**src/rtl/matrix_pkg.sv**
```systemverilog
// Shared definitions for the matrix streaming stages: default sizes, the loader
// state type and the row/column index width helper.
package matrix_pkg;

   localparam int MATRIX_SIZE_DEFAULT = 3;
   localparam int WORD_LENGTH_DEFAULT = 8;

   typedef enum logic {
      FILL = 1'b0,
      FULL = 1'b1
   } loader_state_e;

   // A 1-element range would otherwise give a zero-width index.
   function automatic int idx_width(input int n);
      return (n <= 2) ? 1 : $clog2(n);
   endfunction

endpackage

```
**src/rtl/matrix_index_counter.sv**
```systemverilog
// Row-major row/col position counter with clear, increment and final-position flag.
module matrix_index_counter
   import matrix_pkg::*;
#(
   parameter int N  = MATRIX_SIZE_DEFAULT,
   parameter int IW = idx_width(N)
) (
   input  logic          clk,
   input  logic          reset,
   input  logic          i_clear,
   input  logic          i_inc,
   output logic [IW-1:0] o_row,
   output logic [IW-1:0] o_col,
   output logic          o_is_final
);

   localparam logic [IW-1:0] LAST_IDX = IW'(N - 1);

   logic [IW-1:0] r_row;
   logic [IW-1:0] r_col;

   always_ff @(posedge clk) begin
      if (reset || i_clear) begin
         r_row <= '0;
         r_col <= '0;
      end else if (i_inc) begin
         if (r_col == LAST_IDX) begin
            r_col <= '0;
            r_row <= (r_row == LAST_IDX) ? '0 : r_row + 1'b1;
         end else begin
            r_col <= r_col + 1'b1;
         end
      end
   end

   assign o_row      = r_row;
   assign o_col      = r_col;
   assign o_is_final = (r_row == LAST_IDX) && (r_col == LAST_IDX);

endmodule

```
**src/rtl/matrix_stream_loader.sv**
```systemverilog
// Assembles an N x N matrix from a row-major element stream into a parallel array.
// Define MATRIX_LOADER_DOUBLE_BUFFER_EN to add a separate fill buffer for full throughput.
module matrix_stream_loader
   import matrix_pkg::*;
#(
   parameter int MATRIX_SIZE = MATRIX_SIZE_DEFAULT,
   parameter int WORD_LENGTH = WORD_LENGTH_DEFAULT
) (
   input  logic                   clk,
   input  logic                   reset,
   input  logic [WORD_LENGTH-1:0] in_data,
   input  logic                   in_valid,
   input  logic                   in_last,
   output logic                   in_ready,
   output logic [0:MATRIX_SIZE-1][0:MATRIX_SIZE-1][WORD_LENGTH-1:0] A,
   output logic                   out_valid,
   input  logic                   out_ready,
   output logic                   frame_error
);

   localparam int IW = idx_width(MATRIX_SIZE);

   loader_state_e r_state;
   logic          r_out_valid;
   logic          r_frame_error;
   logic [0:MATRIX_SIZE-1][0:MATRIX_SIZE-1][WORD_LENGTH-1:0] r_a;

   logic [IW-1:0] w_row;
   logic [IW-1:0] w_col;
   logic          w_is_final;
   logic          w_accept;
   logic          w_xfer;
   logic          w_good_last;
   logic          w_bad_last;

   // Gated by reset so nothing is accepted in the cycle reset is asserted.
   assign in_ready    = (r_state == FILL) && !reset;
   assign w_accept    = in_valid && in_ready;
   assign w_xfer      = r_out_valid && out_ready;
   assign w_good_last = w_accept && in_last && w_is_final;
   assign w_bad_last  = w_accept && (in_last != w_is_final);

   matrix_index_counter #(
      .N  (MATRIX_SIZE),
      .IW (IW)
   ) u_index (
      .clk        (clk),
      .reset      (reset),
      .i_clear    (w_good_last || w_bad_last),
      .i_inc      (w_accept),
      .o_row      (w_row),
      .o_col      (w_col),
      .o_is_final (w_is_final)
   );

`ifdef MATRIX_LOADER_DOUBLE_BUFFER_EN
   logic [0:MATRIX_SIZE-1][0:MATRIX_SIZE-1][WORD_LENGTH-1:0] r_fill;
   logic [0:MATRIX_SIZE-1][0:MATRIX_SIZE-1][WORD_LENGTH-1:0] w_fill_next;

   // The last element is merged in so the copy happens on the accepting edge.
   always_comb begin
      w_fill_next               = r_fill;
      w_fill_next[w_row][w_col] = in_data;
   end

   always_ff @(posedge clk) begin
      if (reset) begin
         r_state       <= FILL;
         r_out_valid   <= 1'b0;
         r_frame_error <= 1'b0;
         r_a           <= '0;
         r_fill        <= '0;
      end else begin
         r_frame_error <= w_bad_last;
         if (w_xfer) r_out_valid <= 1'b0;
         unique case (r_state)
            FILL: begin
               if (w_accept) r_fill[w_row][w_col] <= in_data;
               if (w_good_last) begin
                  if (!r_out_valid || out_ready) begin
                     r_a         <= w_fill_next;
                     r_out_valid <= 1'b1;
                  end else begin
                     r_state <= FULL;
                  end
               end
            end
            FULL: begin
               if (w_xfer) begin
                  r_a         <= r_fill;
                  r_out_valid <= 1'b1;
                  r_state     <= FILL;
               end
            end
         endcase
      end
   end
`else
   always_ff @(posedge clk) begin
      if (reset) begin
         r_state       <= FILL;
         r_out_valid   <= 1'b0;
         r_frame_error <= 1'b0;
         r_a           <= '0;
      end else begin
         r_frame_error <= w_bad_last;
         unique case (r_state)
            FILL: begin
               if (w_accept) r_a[w_row][w_col] <= in_data;
               if (w_good_last) begin
                  r_state     <= FULL;
                  r_out_valid <= 1'b1;
               end
            end
            FULL: begin
               if (w_xfer) begin
                  r_state     <= FILL;
                  r_out_valid <= 1'b0;
               end
            end
         endcase
      end
   end
`endif

   assign A           = r_a;
   assign out_valid   = r_out_valid;
   assign frame_error = r_frame_error;

endmodule

```
**config.mk**
```make
export PLATFORM = sky130hd
export DESIGN_NAME = matrix_stream_loader
export DESIGN_NICKNAME = d
export VERILOG_FILES = /design/src/rtl/matrix_pkg.sv /design/src/rtl/matrix_index_counter.sv /design/src/rtl/matrix_stream_loader.sv
export SDC_FILE = /design/constraint.sdc
export NUM_CORES = 1
export LEC_CHECK = 0
export ABC_AREA = 1
export CAP_MARGIN = 20
export CORE_UTILIZATION = 52
export CTS_CLUSTER_DIAMETER = 30
export DETAILED_ROUTE_END_ITERATION = 8
export PLACE_DENSITY = 0.83
export SLEW_MARGIN = 5
export SYNTH_ARGS = -nofsm -noshare
export SYNTH_HDL_FRONTEND = slang
export SYNTH_SLANG_ARGS = --single-unit
```
**constraint.sdc**
```tcl
create_clock -name clk -period 3.85 [get_ports clk]
set_clock_uncertainty 0.05 [all_clocks]
set_input_delay 0.9625 -clock clk [delete_from_list [all_inputs] [get_ports clk]]
set_output_delay 0.9625 -clock clk [all_outputs]
set_load 0.01 [all_outputs]
```
==> summary.md <==
| Metric | Value |
|---|---|
| CP arrival | roughly 2.3 ns |
| Clk_lat worst skew | 0.35 ns |
| Setup WS post-layout | 0.5751 ns |
| Vias | 3,155 |
| CP required | 2.84 ns |
| Fin crit share | 85.06% |
| Count of unique library cells instantiated by Yosys | 21 |
| Yosys warning total | 0 |
| Initial Util | 54.69% |
| Crit path launch | reset |
| Post-Syn Nets | 475 |
| Clock share of power | 39.4% |
| Crit Path Class | input port to output pin |
| Worst hold path class | flop to flop |
| Flop2flop setup slack | between 2 and 2.5 ns |
| Max stage delay on crit path | a little under 0.6 ns |
| DP Area | between 0.004 and 0.005 mm2 |
| Reg power frac | between 50% and 60% |
| Max-slew violations | 0 |
| Vias/cell | 5.040 |
| Total GRT Usage | 25.62% |
| Dpl ws | between 0.5 and 0.6 ns |
| IO Pins | 88 |
| CTS Root Cell | clkbuf_8 |
| Port bufs | between 80 and 90 |
| Yosys top cell area share | between 40% and 50% |
| Comb power frac | 8.7% |
| Max transition margin | between 50 and 60% |
| Diode count | 0 |
| Clock H-tree levels | 3 |
| Final setup vio count | 0 |
| Slowest-stage cell, CP | clkdlybuf4s50_1 |
| Layout area overhead | 33.45% |
| Mapped Cells | approximately 460 |
| Vias in the first global route | 2,857 |
| Critical Path Start Type | input port |
| Initial antenna violation count | 0 |
| #FFs+latches synth | 79 |
| Post-route cell area | 0.004398 mm2 |
| Overflow after GRT | 0 |
| Largest net degree at the start of global routing | approximately 70 |
| Final Util | 72.99% |
| First-pass GRT wire length | 13,000 um |
| Post-route setup TNS | 0 ns |
| Worst path depth | 3 |
| Die height | 81.61 um |
| Final hold viol count | 0 |
| VDD IR max | 0.2297 mV |
| Power Internal | 1.199 mW |
| RR Endpoint | A[26] |
| Reg2reg start | r_state |
| Post-CTS Setup Inserts | 0 |
| Initial DRC Count | 164 |
| RSZ-0062 raised after global routing | false |
| DRT Pass-1 Iters | 4 |
| Sequential area share after synthesis | 47.99% |
| Num CTS Buffers | 9 |
| Detail Route Antenna Nets | 0 |
| Cts hold-fix bufs | 0 |
| Core area | 0.006026 mm2 |
| Rows | 28 |
| Sw Ratio | 25.26% |
| Buf/Inv on CP | 2 |
| Path depth of the worst reg2reg path | 7 |
| Cell breakdown of the critical path | clkdlybuf4s50_1 -> nor2_4 -> clkdlybuf4s50_1 |
| HPWL after DPL | 5447 um |
| Net switching power figure | 405.4 uW |
| Post-CTS sizing | 0 |
| Drc violations | 0 |
| PD cells | 364.9 mW/mm2 |
| CTS sink count | approximately 80 |
| Most frequent cells in the layout | nor2_1 (153), nand2_1 (95), clkdlybuf4s50_1 (87) |
| Fmax | 305.4 MHz |
| Nets | 559 |
| Max-cap viol count | 0 |
| CP top delay family | buffers and inverters |
| Share of layout cells above drive strength 1 | 9.074% |
| Status | completed |
| Worst setup path end | in_ready |
| Final min period | about 3.3 ns |
| Syn Area/Cell | about 7.1 um2 |
| Largest area contributor in the synthesized netlist | dfxtp_1 |
| GPL Wtd Cong | between 0.8 and 0.9 |
| CTS tree | built |
| Wire per inst | about 13 um |
| Top cells by area, synth | dfxtp_1 (48%), nor2_1 (17%), nand2_1 (11%) |
| Leak Pwr | approximately 1.7 nW |
| Crit end category | output pin |
| Commonest non-fill, non-tap cell in the layout | nor2_1 |
| Die Span X | around 82 um |
| Full die area | 0.006660 mm2 |
| Final wirelength | around 8200 um |
| Mapped cell area | 0.003296 mm2 |
| Crit Path Max Fanout | 5 |
| Most Frequent Cell on Critical Path | clkdlybuf4s50_1 |
| Reg clk slew, reported paths | ~0.08 ns |
| Power, Total | around 1.6 mW |
| Worst Max-Slew Pin Slew | 0.6330 ns |
| Longest Clk Path Bufs | 2 |
==> synth_stat cells <==
library cell,n
dfxtp_1,79
bufinv_8,1
clkinv_2,1
nand4_4,2
nand2_1,95
nor3_1,1
a21oi_1,1
o21ai_0,3
nand2_4,1
buf_2,7
nand3_1,67
clkinv_1,8
inv_4,1
inv_1,8
buf_1,7
nor2_4,10
nor2_1,153
buf_6,2
nor2_2,7
nand2_2,4
inv_2,4
==> kinds of logic after synthesis <==
| group | count (synthesis) | synth area share, % |
|---|---|---|
| flip-flops | 79 | 47.99 |
| AND/OR/NAND/NOR | 340 | 45.71 |
| buffers and inverters | 39 | 5.695 |
| AO/OA/AOI/OAI | 4 | 0.6072 |
==> registers in the layout, indices dropped and copies added, names as in the netlist <==
signal and flops:
r_state 1, u_index.o_row 2, frame_error 1, A 72, out_valid 1, u_index.o_col 2
==> power by group through the flow <==
stage | Combinational [mW] | Sequential (mW) | Clock, mW
6_report | 0.139 | 0.834 | 0.632
5_1_grt | 0.153 | 0.835 | 0.674
4_1_cts | 0.138 | 0.834 | 0.641
3_5_place_dp | 0.137 | 0.853 | 0
3_3_place_gp | 0.134 | 0.853 | 0
2_1_floorplan | 0.0790 | 0.857 | 0
==> worst reg2reg max path, stage by stage (launching register included) <==
cell and delay, ns:
dfxtp_1 0.35, nor2_4 0.23, nand2_4 0.11, inv_4 0.49, nand2_1 0.18, inv_2 0.17, nor2_1 0.06, nor2_1 0.08
==> worst min-delay path by stage <==
stage                        from       to  cells past startpoint
final                       A[10]    A[10]                      2
after CTS                   A[10]    A[10]                      2
after global placement      A[23]    A[23]                      2
after floorplan           r_state  r_state                      2
after detailed placement    A[10]    A[10]                      2
after global routing        A[37]    A[37]                      2
==> final cells by class <==
type	count	area, um2
sequential	79	1582
tap	75	93.84
inverter	23	103.9
timing repair buffer	89	885.9
multi-input combinational	344	1526
clock inverter	6	68.82
clock buffer	10	137.6
fill	494	1628
==> metrics by stage <==
step / std cells / hold WS [ns]
detailed placement: 610 / 0.4069
global placement: 610 / 0.3992
floorplan: 462 / 0.4341
CTS: 626 / 0.4271
finish: 626 / 0.4191
global route: 626 / 0.4534
==> metal layers <==
| metal | up-vias | GRT usage (%) | routed length, um |
|---|---|---|---|
| li1 | 1608 | - | - |
| met1 | 1421 | 32.73 | 3659 |
| met2 | 113 | 42.33 | 3958 |
| met3 | 13 | 4.444 | 494 |
| met4 | 0 | 11.23 | 107 |
| met5 | - | 0 | 0 |
(Power assumes the default switching activity.)
